### config.mk
export PLATFORM = sky130hd
export DESIGN_NAME = rom_fetch_unit
export DESIGN_NICKNAME = d
export VERILOG_FILES = /design/src/rtl/rom_fetch_unit.sv
export SDC_FILE = /design/constraint.sdc
export NUM_CORES = 1
export LEC_CHECK = 0
export CORE_MARGIN = 4
export CORE_UTILIZATION = 35
export DETAILED_ROUTE_END_ITERATION = 12
export PLACE_DENSITY_LB_ADDON = 0.15
export SLEW_MARGIN = 20
export SYNTH_ARGS = -nofsm -noshare
export SYNTH_HDL_FRONTEND = slang
export SYNTH_SLANG_ARGS = --single-unit
### constraint.sdc
create_clock -name clk -period 1.71 [get_ports clk]
set_clock_uncertainty 0.1 [all_clocks]
set_input_delay 0.2565 -clock clk [delete_from_list [all_inputs] [get_ports clk]]
set_output_delay 0.2565 -clock clk [all_outputs]
set_load 0.05 [all_outputs]
### src/rtl/rom_fetch_unit.sv
// ---------------------------------------------------------------------------
// rom_fetch_unit
//
// Read-side master for the program ROM. This block contains no ROM of its
// own: the ROM sits outside and reads combinationally. The block:
//   - drives the ROM address from an internal program counter (PC),
//   - captures the returned code word into an instruction register (IR),
//   - splits the IR into an instruction nibble and an operand nibble,
//   - offers the IR downstream with a valid/ready handshake.
//
// Each instruction takes two cycles: one FETCH cycle and at least one HOLD
// cycle. The ROM address comes straight from the PC register, so no input
// reaches rom_addr through logic alone. The ROM therefore sees a stable
// address for the whole FETCH cycle.
//
// Compile-time option (macro FETCH_HALT_ON_WRAP_EN):
//   undefined : the PC wraps from the last address to 0 without notice, and
//               halted is tied to 0.
//   defined   : after the word at the last address is fetched and
//               transferred, the unit parks in HALT with halted=1 and the PC
//               at 0. Only load or reset leaves HALT.
//
// Parameters
//   AW        address width (PC and rom_addr)
//   DW        code word width. Must be even, because it splits into two
//             DW/2 fields.
//   RST_ADDR  PC value after reset
//
// Ports
//   clk        in   rising-edge clock
//   reset_n    in   asynchronous active-low reset
//   en         in   1 = fetching allowed, 0 = stall (no new fetch starts)
//   load       in   jump request: PC <= load_addr, drops the held IR
//   load_addr  in   jump target
//   rom_data   in   code word returned by the ROM for rom_addr
//   rom_addr   out  ROM address, equal to the PC register
//   ir_valid   out  IR holds an instruction not yet transferred
//   ir_ready   in   downstream accepts the held instruction this cycle
//   instr      out  upper half of the IR
//   oprnd      out  lower half of the IR
//   ir_addr    out  address the held instruction was fetched from
//   halted     out  unit parked after address wrap (0 when option is off)
// ---------------------------------------------------------------------------
module rom_fetch_unit #(
  parameter int              AW       = 12,
  parameter int              DW       = 8,
  parameter logic [AW-1:0]   RST_ADDR = '0
) (
  input  logic              clk,
  input  logic              reset_n,
  input  logic              en,
  input  logic              load,
  input  logic [AW-1:0]     load_addr,
  input  logic [DW-1:0]     rom_data,
  output logic [AW-1:0]     rom_addr,
  output logic              ir_valid,
  input  logic              ir_ready,
  output logic [DW/2-1:0]   instr,
  output logic [DW/2-1:0]   oprnd,
  output logic [AW-1:0]     ir_addr,
  output logic              halted
);

  // Highest address. Fetching from here wraps the PC back to zero.
  localparam logic [AW-1:0] LAST_ADDR = '1;

`ifdef FETCH_HALT_ON_WRAP_EN
  typedef enum logic [1:0] {
    S_IDLE  = 2'd0,
    S_FETCH = 2'd1,
    S_HOLD  = 2'd2,
    S_HALT  = 2'd3
  } state_t;
`else
  typedef enum logic [1:0] {
    S_IDLE  = 2'd0,
    S_FETCH = 2'd1,
    S_HOLD  = 2'd2
  } state_t;
`endif

  state_t          state;
  logic [AW-1:0]   pc;
  logic [DW-1:0]   ir;
  logic [AW-1:0]   ir_addr_q;
  logic            ir_valid_q;

`ifdef FETCH_HALT_ON_WRAP_EN
  // wrap_q marks that the held instruction came from LAST_ADDR. When that
  // instruction is transferred, the unit goes to HALT instead of fetching.
  logic            wrap_q;
  logic            halted_q;
`endif

  // -------------------------------------------------------------------------
  // Control FSM and datapath registers in one clocked process. Every output
  // is taken from a register.
  // -------------------------------------------------------------------------
  always_ff @(posedge clk or negedge reset_n) begin
    if (!reset_n) begin
      // NOTE: sequential state uses non-blocking assignments only. Each
      // register then sees the pre-edge value of every other register, which
      // is what lets PC, IR and ir_addr all update in the same edge.
      state      <= S_IDLE;
      pc         <= RST_ADDR;
      ir         <= '0;
      ir_addr_q  <= '0;
      ir_valid_q <= 1'b0;
`ifdef FETCH_HALT_ON_WRAP_EN
      wrap_q     <= 1'b0;
      halted_q   <= 1'b0;
`endif
    end else if (load) begin
      // A jump beats any handshake on the same edge. The held word is
      // discarded even if ir_ready is high, so downstream never sees it.
      pc         <= load_addr;
      ir_valid_q <= 1'b0;
      state      <= en ? S_FETCH : S_IDLE;
`ifdef FETCH_HALT_ON_WRAP_EN
      wrap_q     <= 1'b0;
      halted_q   <= 1'b0;
`endif
    end else begin
      case (state)
        S_IDLE: begin
          if (en) begin
            state <= S_FETCH;
          end
        end

        S_FETCH: begin
          // The PC has been stable for this whole cycle, so rom_data is
          // settled. A fetch that has started always completes, whatever
          // en does.
          ir         <= rom_data;
          ir_addr_q  <= pc;
          pc         <= pc + AW'(1);
          ir_valid_q <= 1'b1;
          state      <= S_HOLD;
`ifdef FETCH_HALT_ON_WRAP_EN
          wrap_q     <= (pc == LAST_ADDR);
`endif
        end

        S_HOLD: begin
          // en is ignored until the held word has been accepted.
          if (ir_ready) begin
            ir_valid_q <= 1'b0;
`ifdef FETCH_HALT_ON_WRAP_EN
            if (wrap_q) begin
              // The PC has already wrapped to 0 and stays there in HALT.
              state    <= S_HALT;
              halted_q <= 1'b1;
              wrap_q   <= 1'b0;
            end else
`endif
            state <= en ? S_FETCH : S_IDLE;
          end
        end

`ifdef FETCH_HALT_ON_WRAP_EN
        S_HALT: begin
          // Parked. Only load (handled above) or reset leaves this state.
          state <= S_HALT;
        end
`endif

        default: begin
          state <= S_IDLE;
        end
      endcase
    end
  end

  // -------------------------------------------------------------------------
  // Outputs
  // -------------------------------------------------------------------------
  assign rom_addr = pc;
  assign ir_valid = ir_valid_q;
  assign instr    = ir[DW-1:DW/2];
  assign oprnd    = ir[DW/2-1:0];
  assign ir_addr  = ir_addr_q;

`ifdef FETCH_HALT_ON_WRAP_EN
  assign halted   = halted_q;
`else
  assign halted   = 1'b0;
`endif

endmodule

==> flow_summary.yaml <==
worst_setup_path:
  endpoint_kind: "flip-flop"
  arrival_ns: 1.69
  crit_fanout: 8
  critPathLaunchType: "flip-flop"
  worstSetupPathType: "flip-flop to flip-flop"
  required_ns: 1.82
layout:
  layout.cells.non_filler: 264
  layout-area-overhead-vs-synth_pct: 49.9
  multi_input_area_sq_um: 721
  num_antenna_cells: 0
  layout-drive-gt1-share_pct: 43.9
  ff_latch_area_sq_um: 886
  n_fill_cell: 374
  fin_nets: 237
die:
  die_x_um: 76.1
  die_h_um: 76.1
  start_util_pct: 36.8
  ios: 59
  rows: 24
  dieArea_sq_um: 5790
  core_sq_um: 4410
placement:
  place.gp.congestion: 0.835
  dp_slack_ns: 0.0164
  dp_hpwl_mm: 2.96
  dp_cells: 255
  portBuffers: 57
yosys:
  synth_top_area_cell: "dfrtp_1"
  synth_area_per_cell_sq_um: 11.7
  ys_types: 34
  synth-seq-area-share_pct: 54.0
  synth-seq-cells: 35
  netlist_area_sq_um: 1620
  synth_area_leaders: "dfrtp_1 54%, mux2_2 14%, nand2_1 3.2%, or4_1 2.8%, o311ai_0 2.2%"
  ys_warn_count: 0
  yosys.area.top_type_share_pct: 54.0
  postSynthCellCount: 139
  syn_nets: 165
clocking:
  cts_buffers: 5
  clk_latency_ns: 0.29
  clockRootBuffer: "clkbuf_8"
  cts_tree: "built"
  postCtsSetupBuffers: 0
  h-tree-depth: 2
  max-clock-path-buffers: 2
  cts.clk_slew.worst_paths_ns: 0.07
  clock_sinks: 35
route:
  antenna_left: 0
  drc: 0
  first_iter_violations: 80
  met1_length_mm: 1.69
  routed.top_layer: "met4"
  wl_per_cell_um: 15.2
  routed_wl_mm: 4.01
  routed-via-count: 1352
  first_pass_iters: 4
  viasPerCell: 5.12
  wl_met2_mm: 1.99
  met3_length_um: 239
sta:
  fin_tns_setup_ns: 0
  setup_viol: 0
  post-route-min-period_ns: 1.59
  rsz0062_at_grt: "no"
  hold_viol: 0
  fmax_ghz: 0.630
  period_share_pct: 92.9
  fin_ws_ns: 0.122
  slew_viol_final: 0
global_routing:
  grt_overflow_total: 0
  antenna_found_initial: 0
  track_usage_pct: 14.6
  grt_pass1_vias: 1424
  grt_max_degree: 21
  grt_pass1_wl_mm: 6.89
job:
  drv_cap: 0
power:
  p_per_area_nw_per_um2: 1190
  vdd_drop_max_mv: 0.526
  leakagePower_nw: 1.07
hold_path:
  hold_path_class: "input port to asynchronous set/reset pin"
run_status:
  outcome: "completed"
-- through the flow --
step                utilization (%)  power [mW]  hold WS (ns)  cell area [sq um]
floorplan                         -        1.87        -0.139               1630
global placement               52.5        2.31         0.125               2320
detailed placement             52.5        2.33         0.135               2320
CTS                            54.6        2.94         0.354               2410
global route                   55.1        3.06         0.391               2430
finish                         55.1        2.90         0.349               2430
-- layout by cell type, fill, tap and decap left out, types with 2 or more instances in the layout --
cell	count
or4_1	6
buf_12	5
inv_1	4
nor2_1	3
o311ai_0	2
buf_4	42
dfrtp_2	8
nor2b_1	4
clkdlybuf4s50_1	23
nand3b_1	2
clkbuf_8	5
o21ai_0	4
a31oi_1	3
nand3_1	4
o211ai_1	4
o41ai_1	2
or2_2	4
o31ai_1	2
o311ai_1	2
nand2_1	14
mux2_2	20
dfrtp_1	27
a21oi_1	3
-- synthesized netlist by cell type --
cell      number
a21oi_1        3
a31oi_1        3
buf_2          2
buf_4          1
clkbuf_1       3
clkbuf_2       1
conb_1         1
dfrtp_1       35
ha_1           1
inv_1          4
mux2_2        20
mux2i_1        1
nand2_1       14
nand2b_1       1
nand3_1        4
nand3b_1       2
nand3b_2       1
nand4_1        1
nand4_4        1
nand4b_2       1
nor2_1         4
nor2b_1        4
nor3_1         1
o211ai_1       4
o21a_1         1
o21ai_0        4
o311ai_0       4
o31ai_1        2
o41ai_1        2
or2_2          4
or3_2          1
or4_1          6
xnor2_1        1
xor2_1         1
-- power breakdown --
group / switching [mW] / internal, mW / leakage (nW)
registers: 0.115 / 0.986 / 0.410
clock network: 0.302 / 0.285 / 0.0412
logic: 0.765 / 0.446 / 0.616
-- layout make-up --
| cell class | instances | area share [%] |
|---|---|---|
| clock inverters | 2 | 0.514 |
| multi-input cells | 93 | 29.6 |
| well taps | 52 | 2.67 |
| clock buffers | 6 | 2.98 |
| repair buffers | 72 | 27.2 |
| flip-flops and latches | 35 | 36.4 |
| inverters | 4 | 0.617 |
-- state kept, by name (all words and copies together), names as in the netlist --
| register | count |
|---|---|
| ir | 8 |
| ir_addr | 12 |
| ir_valid | 1 |
| rom_addr | 12 |
| state | 2 |
-- routing by layer --
| layer | vias up | GRT usage, % |
|---|---|---|
| li1 | 651 | - |
| met1 | 648 | 17.9 |
| met2 | 46 | 23.5 |
| met3 | 7 | 5.08 |
| met4 | 0 | 5.77 |
| met5 | - | 0 |
-- what timing repair did --
action	in CTS	in global routing
hold buffers	1	0
gates resized for setup	0	6
endpoints found under the setup margin	0	4
endpoints found under the hold margin	18	0
-- cells by family after synthesis --
| kind of cell | Yosys count | synth area share (%) |
|---|---|---|
| adder cells (fa/ha/maj) | 1 | 0.771 |
| flip-flops | 35 | 54.0 |
| buffers and inverters | 11 | 3.01 |
| XOR/XNOR | 2 | 1.08 |
| AND/OR/NAND/NOR | 45 | 16.7 |
| AO/OA/AOI/OAI | 23 | 9.79 |
| multiplexers | 21 | 14.5 |
| other | 1 | 0.231 |
-- worst max-delay path, cell delays in order (launching register included) --
cell,delay [ns]
dfrtp_2,0.37
ha_2,0.21
nand4b_4,0.16
or4_1,0.49
a31oi_1,0.18
-- final timing paths --
| path | startpoint | depth (start not counted) | slack [ns] | endpoint |
|---|---|---|---|---|
| worst min-delay path | reset_n | 2 | 0.35 | ir[2] |
| max in group asynchronous | reset_n | 3 | 0.63 | rom_addr[1] |
| min in group clk | en | 2 | 0.40 | state[0] |
| worst min register to register | ir[3] | 1 | 0.41 | ir[3] |
| worst max register to register | rom_addr[0] | 4 | 0.12 | rom_addr[10] |
| worst max-delay path | rom_addr[0] | 4 | 0.12 | rom_addr[10] |
(Power assumes the default switching activity.)
